`src/rtl/rob_pkg.sv`:
```
// Shared sizing defaults and entry/index types for the two-wide reorder buffer.
package rob_pkg;

  localparam int DEPTH  = 16;
  localparam int PREG_W = 6;
  localparam int PC_W   = 8;
  localparam int IDX_W  = $clog2(DEPTH);

  typedef logic [IDX_W-1:0] rob_idx_t;

  typedef struct packed {
    logic              busy;
    logic              done;
    logic [PC_W-1:0]   pc;
    logic [PREG_W-1:0] pd;
    logic [PREG_W-1:0] old_pd;
  } rob_entry_t;

endpackage

```
`src/rtl/reorder_buffer.sv`:
```
// Two-wide in-order reorder buffer: allocates up to two renamed instructions per
// cycle, records out-of-order completions, retires up to two per cycle in order.
module reorder_buffer
  import rob_pkg::*;
#(
  parameter int DEPTH  = rob_pkg::DEPTH,
  parameter int PREG_W = rob_pkg::PREG_W,
  parameter int PC_W   = rob_pkg::PC_W,
  parameter int IDX_W  = $clog2(DEPTH)
) (
  input  logic              clk,
  input  logic              rst_n,
  input  logic              valid1,
  input  logic              valid2,
  input  logic [PC_W-1:0]   pc1,
  input  logic [PC_W-1:0]   pc2,
  input  logic [PREG_W-1:0] pd1,
  input  logic [PREG_W-1:0] pd2,
  input  logic [PREG_W-1:0] old_pd1,
  input  logic [PREG_W-1:0] old_pd2,
  output logic              alloc_ready,
  output logic [IDX_W-1:0]  rob_idx1,
  output logic [IDX_W-1:0]  rob_idx2,
  input  logic              cmp1_valid,
  input  logic              cmp2_valid,
  input  logic [IDX_W-1:0]  cmp1_idx,
  input  logic [IDX_W-1:0]  cmp2_idx,
  output logic              rt1valid,
  output logic              rt2valid,
  output logic [PREG_W-1:0] rt1reg,
  output logic [PREG_W-1:0] rt2reg,
  output logic [PC_W-1:0]   rt1pc,
  output logic [PC_W-1:0]   rt2pc,
  output logic [15:0]       retired_count
);

  rob_entry_t        entries_q [DEPTH];
  rob_entry_t        entries_d [DEPTH];
  logic [IDX_W-1:0]  head_q, head_d;
  logic [IDX_W-1:0]  tail_q, tail_d;
  logic [IDX_W:0]    count_q, count_d;
  logic [15:0]       retired_count_q, retired_count_d;
  logic              rt1valid_q, rt1valid_d;
  logic              rt2valid_q, rt2valid_d;
  logic [PREG_W-1:0] rt1reg_q, rt1reg_d;
  logic [PREG_W-1:0] rt2reg_q, rt2reg_d;
  logic [PC_W-1:0]   rt1pc_q, rt1pc_d;
  logic [PC_W-1:0]   rt2pc_q, rt2pc_d;

  logic [IDX_W-1:0]  head_nx;
  logic [IDX_W-1:0]  tail_nx;
  logic [IDX_W-1:0]  slot2_idx;
  logic              acc1, acc2;
  logic              r0, r1;
  logic [1:0]        n_alloc;
  logic [1:0]        n_ret;

  assign head_nx   = head_q + IDX_W'(1);
  assign tail_nx   = tail_q + IDX_W'(1);
  assign slot2_idx = valid1 ? tail_nx : tail_q;

  // Registered count only: a retire in the same cycle does not free space early.
  assign alloc_ready = (count_q <= (IDX_W+1)'(DEPTH - 2));
  assign acc1        = valid1 & alloc_ready;
  assign acc2        = valid2 & alloc_ready;

  assign r0 = entries_q[head_q].busy & entries_q[head_q].done;
  assign r1 = r0 & entries_q[head_nx].busy & entries_q[head_nx].done;

  assign n_alloc = {1'b0, acc1} + {1'b0, acc2};
  assign n_ret   = {1'b0, r0} + {1'b0, r1};

  always_comb begin
    entries_d = entries_q;

    // Completions land before the retire clear so a late duplicate report
    // against a retiring entry cannot leave a stale done bit behind.
    if (cmp1_valid && entries_q[cmp1_idx].busy) entries_d[cmp1_idx].done = 1'b1;
    if (cmp2_valid && entries_q[cmp2_idx].busy) entries_d[cmp2_idx].done = 1'b1;

    if (r0) begin
      entries_d[head_q].busy = 1'b0;
      entries_d[head_q].done = 1'b0;
    end
    if (r1) begin
      entries_d[head_nx].busy = 1'b0;
      entries_d[head_nx].done = 1'b0;
    end

    if (acc1) entries_d[tail_q] = '{busy: 1'b1, done: 1'b0, pc: pc1, pd: pd1, old_pd: old_pd1};
    if (acc2) entries_d[slot2_idx] = '{busy: 1'b1, done: 1'b0, pc: pc2, pd: pd2, old_pd: old_pd2};

    head_d          = head_q + IDX_W'(n_ret);
    tail_d          = tail_q + IDX_W'(n_alloc);
    count_d         = count_q + (IDX_W+1)'(n_alloc) - (IDX_W+1)'(n_ret);
    retired_count_d = retired_count_q + 16'(n_ret);

    // Register 0 is architecturally pinned, so it is never handed back to rename.
    rt1valid_d = r0 && (entries_q[head_q].old_pd != '0);
    rt2valid_d = r1 && (entries_q[head_nx].old_pd != '0);
    rt1reg_d   = r0 ? entries_q[head_q].old_pd  : rt1reg_q;
    rt1pc_d    = r0 ? entries_q[head_q].pc      : rt1pc_q;
    rt2reg_d   = r1 ? entries_q[head_nx].old_pd : rt2reg_q;
    rt2pc_d    = r1 ? entries_q[head_nx].pc     : rt2pc_q;
  end

  always_ff @(posedge clk or negedge rst_n) begin
    if (!rst_n) begin
      for (int i = 0; i < DEPTH; i++) entries_q[i] <= '0;
      head_q          <= '0;
      tail_q          <= '0;
      count_q         <= '0;
      retired_count_q <= '0;
      rt1valid_q      <= 1'b0;
      rt2valid_q      <= 1'b0;
      rt1reg_q        <= '0;
      rt2reg_q        <= '0;
      rt1pc_q         <= '0;
      rt2pc_q         <= '0;
    end else begin
      for (int i = 0; i < DEPTH; i++) entries_q[i] <= entries_d[i];
      head_q          <= head_d;
      tail_q          <= tail_d;
      count_q         <= count_d;
      retired_count_q <= retired_count_d;
      rt1valid_q      <= rt1valid_d;
      rt2valid_q      <= rt2valid_d;
      rt1reg_q        <= rt1reg_d;
      rt2reg_q        <= rt2reg_d;
      rt1pc_q         <= rt1pc_d;
      rt2pc_q         <= rt2pc_d;
    end
  end

  assign rob_idx1      = tail_q;
  assign rob_idx2      = slot2_idx;
  assign rt1valid      = rt1valid_q;
  assign rt2valid      = rt2valid_q;
  assign rt1reg        = rt1reg_q;
  assign rt2reg        = rt2reg_q;
  assign rt1pc         = rt1pc_q;
  assign rt2pc         = rt2pc_q;
  assign retired_count = retired_count_q;

endmodule

```
`config.mk`:
```
export PLATFORM = sky130hd
export DESIGN_NAME = reorder_buffer
export DESIGN_NICKNAME = d
export VERILOG_FILES = /design/src/rtl/rob_pkg.sv /design/src/rtl/reorder_buffer.sv
export SDC_FILE = /design/constraint.sdc
export NUM_CORES = 1
export LEC_CHECK = 0
export ABC_AREA = 0
export CAP_MARGIN = 20
export CORE_MARGIN = 2
export CORE_UTILIZATION = 40
export CTS_CLUSTER_SIZE = 24
export DETAILED_ROUTE_END_ITERATION = 16
export PLACE_DENSITY = 0.58
export SETUP_SLACK_MARGIN = 0.2
export SYNTH_ARGS = -nofsm -noshare
export SYNTH_HDL_FRONTEND = slang
export SYNTH_SLANG_ARGS = --single-unit
export TNS_END_PERCENT = 20
```
`constraint.sdc`:
```
create_clock -name clk -period 4.68 [get_ports clk]
set_input_delay 0.936 -clock clk [delete_from_list [all_inputs] [get_ports clk]]
set_output_delay 0.936 -clock clk [all_outputs]
set_load 0.1 [all_outputs]
```
# Word-level counts from Yosys, hierarchy flattened

Index checks and enable logic that the tools add are counted.

Bits in registers: 411
Input port bits: 54
Output and inout port bits: 55

Add/sub/neg operators: 9
Magnitude comparators: 13
Mux-type cells: 43
Bitwise logic cells: 11
Reduce and logical (&&, ||, !) cells: 12

Operators with widths:

| kind                  | count |
|---|---|
| $bwmux W352           | 8 |
| $mux W352             | 6 |
| $demux W22 S4         | 8 |
| $bmux W22 S4          | 4 |
| $mux W22              | 12 |
| $mux W21              | 4 |
| $ge A5 B5 Y1 const B  | 6 |
| $lt A5 B1 Y1 const B  | 6 |
| $not A4 Y5            | 6 |
| $add A16 B2 Y16       | 1 |
| $reduce_bool A6 Y1    | 2 |
| $logic_and A1 B1 Y1   | 10 |
| $add A4 B1 Y4 const B | 2 |
| $add A4 B2 Y4         | 2 |
| $add A5 B2 Y5         | 1 |
| $and A1 B1 Y1         | 5 |
| $le A5 B4 Y1 const B  | 1 |
| $sub A5 B2 Y5         | 1 |
| $add A1 B1 Y2         | 2 |
| $mux W4               | 1 |

# Logic depth before layout (Yosys ltp)

Depth in word-level cells: 19
Gate-level depth with buffers: 24
Gate-level depth less buffers: 15

# Least setup slack after synthesis

Ideal clock, no wire load.

Path kind: register -> register
Start: register head_q[1]
End: register count_q[4]
Arrival: 5123 ps
Data required time: 4600 ps
Path slack: -523 ps
Cell stages (with the launch flop): 21
Path buffers: 6
Clock period less this slack: 5203 ps
Cells stage by stage: dfrtp_1 > buf_2 > buf_2 > clkbuf_1 > clkbuf_1 > inv_1 > ha_1 > buf_6 > a31oi_1 > a2111oi_2 > a311oi_4 > nor2_2 > buf_4 > ha_1 > ha_1 > inv_1 > ha_1 > fa_1 > a21o_1 > a21oi_1 > xnor2_1

Longest elaborated chain between the ends: 9

RTL lines:

| element                                                          | RTL line                                   | source |
|---|---|---|
| start: declaration                                               | reorder_buffer.sv:39                       | `logic [IDX_W-1:0] head_q, head_d;` |
| start signal: assignment                                         | reorder_buffer.sv:110                      | `head_q <= '0;` |
| start signal: assignment                                         | reorder_buffer.sv:122                      | `head_q <= head_d;` |
| $add A4 B1 Y4 or $not A4 Y5 (tied branches)                      | reorder_buffer.sv:58, reorder_buffer.sv:67 |  |
| $not A4 Y5 (not written as such) or $bmux W22 S4 (tied branches) | reorder_buffer.sv:68, reorder_buffer.sv:67 |  |
| $bmux W22 S4 or $mux W22 (tied branches)                         | n/a                                        |  |
| $mux W22 (on tied branches)                                      | n/a                                        |  |
| $mux W22 or $and A1 B1 Y1 (tied branches)                        | n/a                                        |  |
| $and A1 B1 Y1 (2 in a row)                                       | reorder_buffer.sv:68                       | `assign r1 = r0 & entries_q[head_nx].busy & entries_q[head_nx].done;` |
| $add A1 B1 Y2 *                                                  | reorder_buffer.sv:71                       | `assign n_ret = {1'b0, r0} + {1'b0, r1};` |
| $sub A5 B2 Y5 *                                                  | reorder_buffer.sv:95                       | `count_d = count_q + (IDX_W+1)'(n_alloc) - (IDX_W+1)'(n_ret);` |
| named net count_d[4]                                             | reorder_buffer.sv:41                       | `logic [IDX_W:0] count_q, count_d;` |
| end signal: assignment                                           | reorder_buffer.sv:124                      | `count_q <= count_d;` |
| end: declaration                                                 | reorder_buffer.sv:41                       |  |

Mark *: on every way through the listed nets, which the timed path passes. The rest lies on a longest branch. The select of a mux whose other input is x is not followed.
A chain may end at the register's enable or synchronous reset.

# Final worst setup path

Start: register head_q[1]
End: register retired_count_q[13], in the netlist retired_count[13]

Longest elaborated chain between the ends: 9

RTL lines:

| element                                                          | RTL line                                   | source |
|---|---|---|
| $add A4 B1 Y4 or $not A4 Y5 (tied branches)                      | reorder_buffer.sv:58, reorder_buffer.sv:67 |  |
| $not A4 Y5 (not written as such) or $bmux W22 S4 (tied branches) | reorder_buffer.sv:68, reorder_buffer.sv:67 |  |
| $bmux W22 S4 or $mux W22 (tied branches)                         | n/a                                        |  |
| $mux W22 (on tied branches)                                      | n/a                                        |  |
| $mux W22 or $and A1 B1 Y1 (tied branches)                        | n/a                                        |  |
| $and A1 B1 Y1 (2 in a row)                                       | reorder_buffer.sv:68                       |  |
| $add A1 B1 Y2 *                                                  | reorder_buffer.sv:71                       |  |
| $add A16 B2 Y16 *                                                | reorder_buffer.sv:96                       | `retired_count_d = retired_count_q + 16'(n_ret);` |
| named net retired_count_d[13]                                    | reorder_buffer.sv:42                       | `logic [15:0] retired_count_q, retired_count_d;` |
| end signal: assignment                                           | reorder_buffer.sv:125                      | `retired_count_q <= retired_count_d;` |
| end: declaration                                                 | reorder_buffer.sv:42                       |  |

Marks and branches as above.

==> results.sh <==
export IMPL_dieArea_um2=49800
export IMPL_grt_antenna_before_repair=6
export IMPL_synth_async_reset_ratio=1.00
export IMPL_cp_num_buf_inv=1
export IMPL_ys_ff_latch=315
export IMPL_fin_nets=1844
export IMPL_r2r_cells=15
export IMPL_ios=109
export IMPL_ys_flop_type="dfrtp_1"
export IMPL_p_leak_nw=8.72
export IMPL_period_needed_ns=3.94
export IMPL_timing_rr_start="head_q[1]"
export IMPL_synth_edf_count=0
export IMPL_nFillCells=4323
export IMPL_synth_area_um2=19200
export IMPL_fin_crit_sh=0.843
export IMPL_syn_nets=1817
export IMPL_final_common_cell="dfrtp_1"
export IMPL_use_met1=0.334
export IMPL_cts_tree="yes"
export IMPL_h_tree_depth=2
export IMPL_syn_to_final_growth_pct=15.2
export IMPL_vias_per_cell=6.00
export IMPL_path_max_fanout=15
export IMPL_critPathArrivalTime_ns=4.38
export IMPL_setup_violations=0
export IMPL_cts_hold_buf=0
export IMPL_hold_class="input port to async pin"
export IMPL_clockBufferDepth=3
export IMPL_hold_viol=0
export IMPL_mostFrequentLayoutCells="dfrtp_1 (313), mux2i_1 (223), mux4_2 (152)"
export IMPL_powerDensity_nw_per_um2=846
export IMPL_status="completed"
export IMPL_netlist_instances=1734
export IMPL_fin_setup_tns_ns=0
export IMPL_drtPass1Iterations=6
export IMPL_fmax_mhz=254
export IMPL_cts_buffers=37
export IMPL_grt_busiest_layer="met2"
export IMPL_cts_sinks=315
export IMPL_critPathRequiredTime_ns=5.12
export IMPL_synth_area_leaders="dfrtp_1 (41%), mux4_2 (18%), mux2i_1 (12%)"
export IMPL_gp_congestion=0.891
export IMPL_dieWidth_um=223
export IMPL_r2r_end="retired_count[13]"
export IMPL_grt_pass1_wl_um=92200
export IMPL_rows=80
export IMPL_slowest_delay_ns=0.53
export IMPL_cts_repair_resized=0
export IMPL_globalRouteMet3Util=0.0591
export IMPL_worstMarginPinSlew_ns=1.02
export IMPL_port_buffers=96
export IMPL_grt_met2_usage=0.399
export IMPL_synth_top_cell_area_share=0.410
export IMPL_p_total_mw=18.7
export IMPL_cp_end_kind="flop"
export IMPL_relSlewSlack=0.320
export IMPL_skew_ns=0.0172
export IMPL_path_cells="inv_1 > ha_4 > and3b_1 > a311oi_1 > a2111oi_4 > a311oi_4 > nor2_4 > ha_4 > ha_1 > nor2b_1 > o21ai_0 > a21oi_1 > and3_1 > nand3_1 > xnor2_1"
export IMPL_vias=14400
export IMPL_route_detailed_drc=0
export IMPL_initial_core_util=0.404
export IMPL_overflow=0
export IMPL_multi_input_area_um2=10700
export IMPL_clk_pin_slew_ns=0.06
export IMPL_core_um2=47500
export IMPL_synthDistinctLibCells=66
export IMPL_cp_start_kind="flop"
export IMPL_maxSlewViolCount=0
export IMPL_post_cts_buffers=0
export IMPL_critPathSlowestCell="dfrtp_4"
export IMPL_drt_antenna_violating_nets=0
export IMPL_grt_pass1_vias=14400
export IMPL_root_buffer="clkbuf_16"
export IMPL_drive_gt1_frac=0.189
export IMPL_grt_max_degree=113
export IMPL_drt_iter0_drc=1213
export IMPL_clk_latency_ns=0.56
export IMPL_cp_top_family="compound AO/OA/AOI/OAI gates"
export IMPL_grt_usage=0.249
export IMPL_seq_area_frac_synth=0.410
export IMPL_r2r_slack_ns=0.74
export IMPL_dp_hpwl_um=38500
export IMPL_critical_path_class="flop to flop"
export IMPL_seq_area_um2=7890
export IMPL_cap_violations=0
export IMPL_wl_um=61400
export IMPL_grt_setup_unrepaired="false"
export IMPL_cp_common_cell="ha_4"
export IMPL_avgSynthCellArea_um2=11.1
export IMPL_peakVddDrop_v=0.000480
export IMPL_yosysWarnings=0
export IMPL_yosys_area_top_type="dfrtp_1"
export IMPL_wl_per_cell_um=25.6
export IMPL_die_h_um=223
-- area by class of cell --
type / instances / area share
Multi-Input combinational cell: 1227 / 0.483
Sequential cell: 315 / 0.356
Timing Repair Buffer: 155 / 0.0648
Clock buffer: 50 / 0.0463
Tap cell: 615 / 0.0347
Antenna cell: 2 / 0.000226
Clock inverter: 13 / 0.0102
Inverter: 25 / 0.00435
-- worst reg2reg max path, stage by stage (launching register included) --
cell       delay (ns)
dfrtp_4          0.53
inv_1            0.14
ha_4             0.40
and3b_1          0.20
a311oi_1         0.41
a2111oi_4        0.15
a311oi_4         0.31
nor2_4           0.11
ha_4             0.32
ha_1             0.19
nor2b_1          0.13
o21ai_0          0.12
a21oi_1          0.29
and3_1           0.30
nand3_1          0.11
xnor2_1          0.13
-- stage by stage --
stage / utilization / instances / worst slack (ns) / area, um^2 / hold WS (ns)
2_1_floorplan: - / 1734 / 0.216 / 19400 / 0.470
3_3_place_gp: 0.439 / 2337 / 0.829 / 20900 / 0.468
3_5_place_dp: 0.439 / 2337 / 0.743 / 20900 / 0.472
4_1_cts: 0.466 / 2400 / 0.724 / 22100 / 0.478
5_1_grt: 0.466 / 2400 / 0.435 / 22100 / 0.505
6_report: 0.466 / 2402 / 0.736 / 22200 / 0.421
-- flip-flops by register name (all words and copies together) (netlist names) --
name / flops
rt1reg: 6
rt1pc: 8
head_q: 4
rt2reg: 6
entries_q: 256
rt2pc: 8
rt2valid: 1
retired_count: 16
rob_idx1: 4
count_q: 5
rt1valid: 1
-- Yosys cell counts, types with 3 or more instances --
master    instances
ha_1             27
nor3_1           20
nor2b_1           7
mux2_2           19
and3_1           10
a221o_1           3
or3_1             9
nand2b_1          4
clkbuf_1        104
nor4_1            5
nand3_1          28
mux4_2          152
nand2_1         151
buf_1            16
a31oi_1           5
o21ai_0         134
nand3b_1          7
and2_1            6
mux4_1            4
a21o_1            5
buf_4             4
buf_6             5
mux2_1            9
dfrtp_1         315
nor2_1          161
a21oi_1         123
and3b_1           9
nand4_1           7
xnor2_1          20
o22ai_1           5
a311oi_1          4
buf_2            36
o21ai_1           7
a221oi_1          3
inv_1            25
nor3b_1           5
mux2i_1         223
a22oi_1          14
xor2_1            9
-- cells by family (layout without fill, tap and decap cells) --
family | count (synthesis) | in the layout | share of synthesized area
DFF | 315 | 315 | 0.410
other | 0 | 2 | 0
AOI/OAI and AO/OA | 325 | 325 | 0.0957
buffers and inverters | 192 | 243 | 0.0435
adders and majority gates | 29 | 29 | 0.0197
xor gates and xnor gates | 30 | 30 | 0.0141
muxes | 407 | 407 | 0.316
and+or+nand+nor | 436 | 436 | 0.101
-- routing by layer --
metal	wire length [um]	vias to the layer above
met5	51	-
met4	1800	8
met3	4820	129
met2	29100	547
met1	25700	7306
li1	-	6423
-- power breakdown --
group          total, mW  internal, mW  switching (mW)
sequential          5.19          4.07            1.12
clock               3.05          1.87            1.19
combinational       10.5          4.70            5.79
-- worst max-delay path by stage --
stage	from	endpoint	slack [ns]	depth (start not counted)
floorplan	head_q[0]	count_q[4]	0.22	23
global placement	head_q[1]	count_q[4]	0.83	15
detailed placement	head_q[1]	retired_count[15]	0.74	15
CTS	head_q[1]	retired_count[13]	0.72	15
global route	head_q[1]	retired_count[13]	0.44	15
finish	head_q[1]	retired_count[13]	0.74	15
Note: power is estimated with default switching activity, not from simulation.
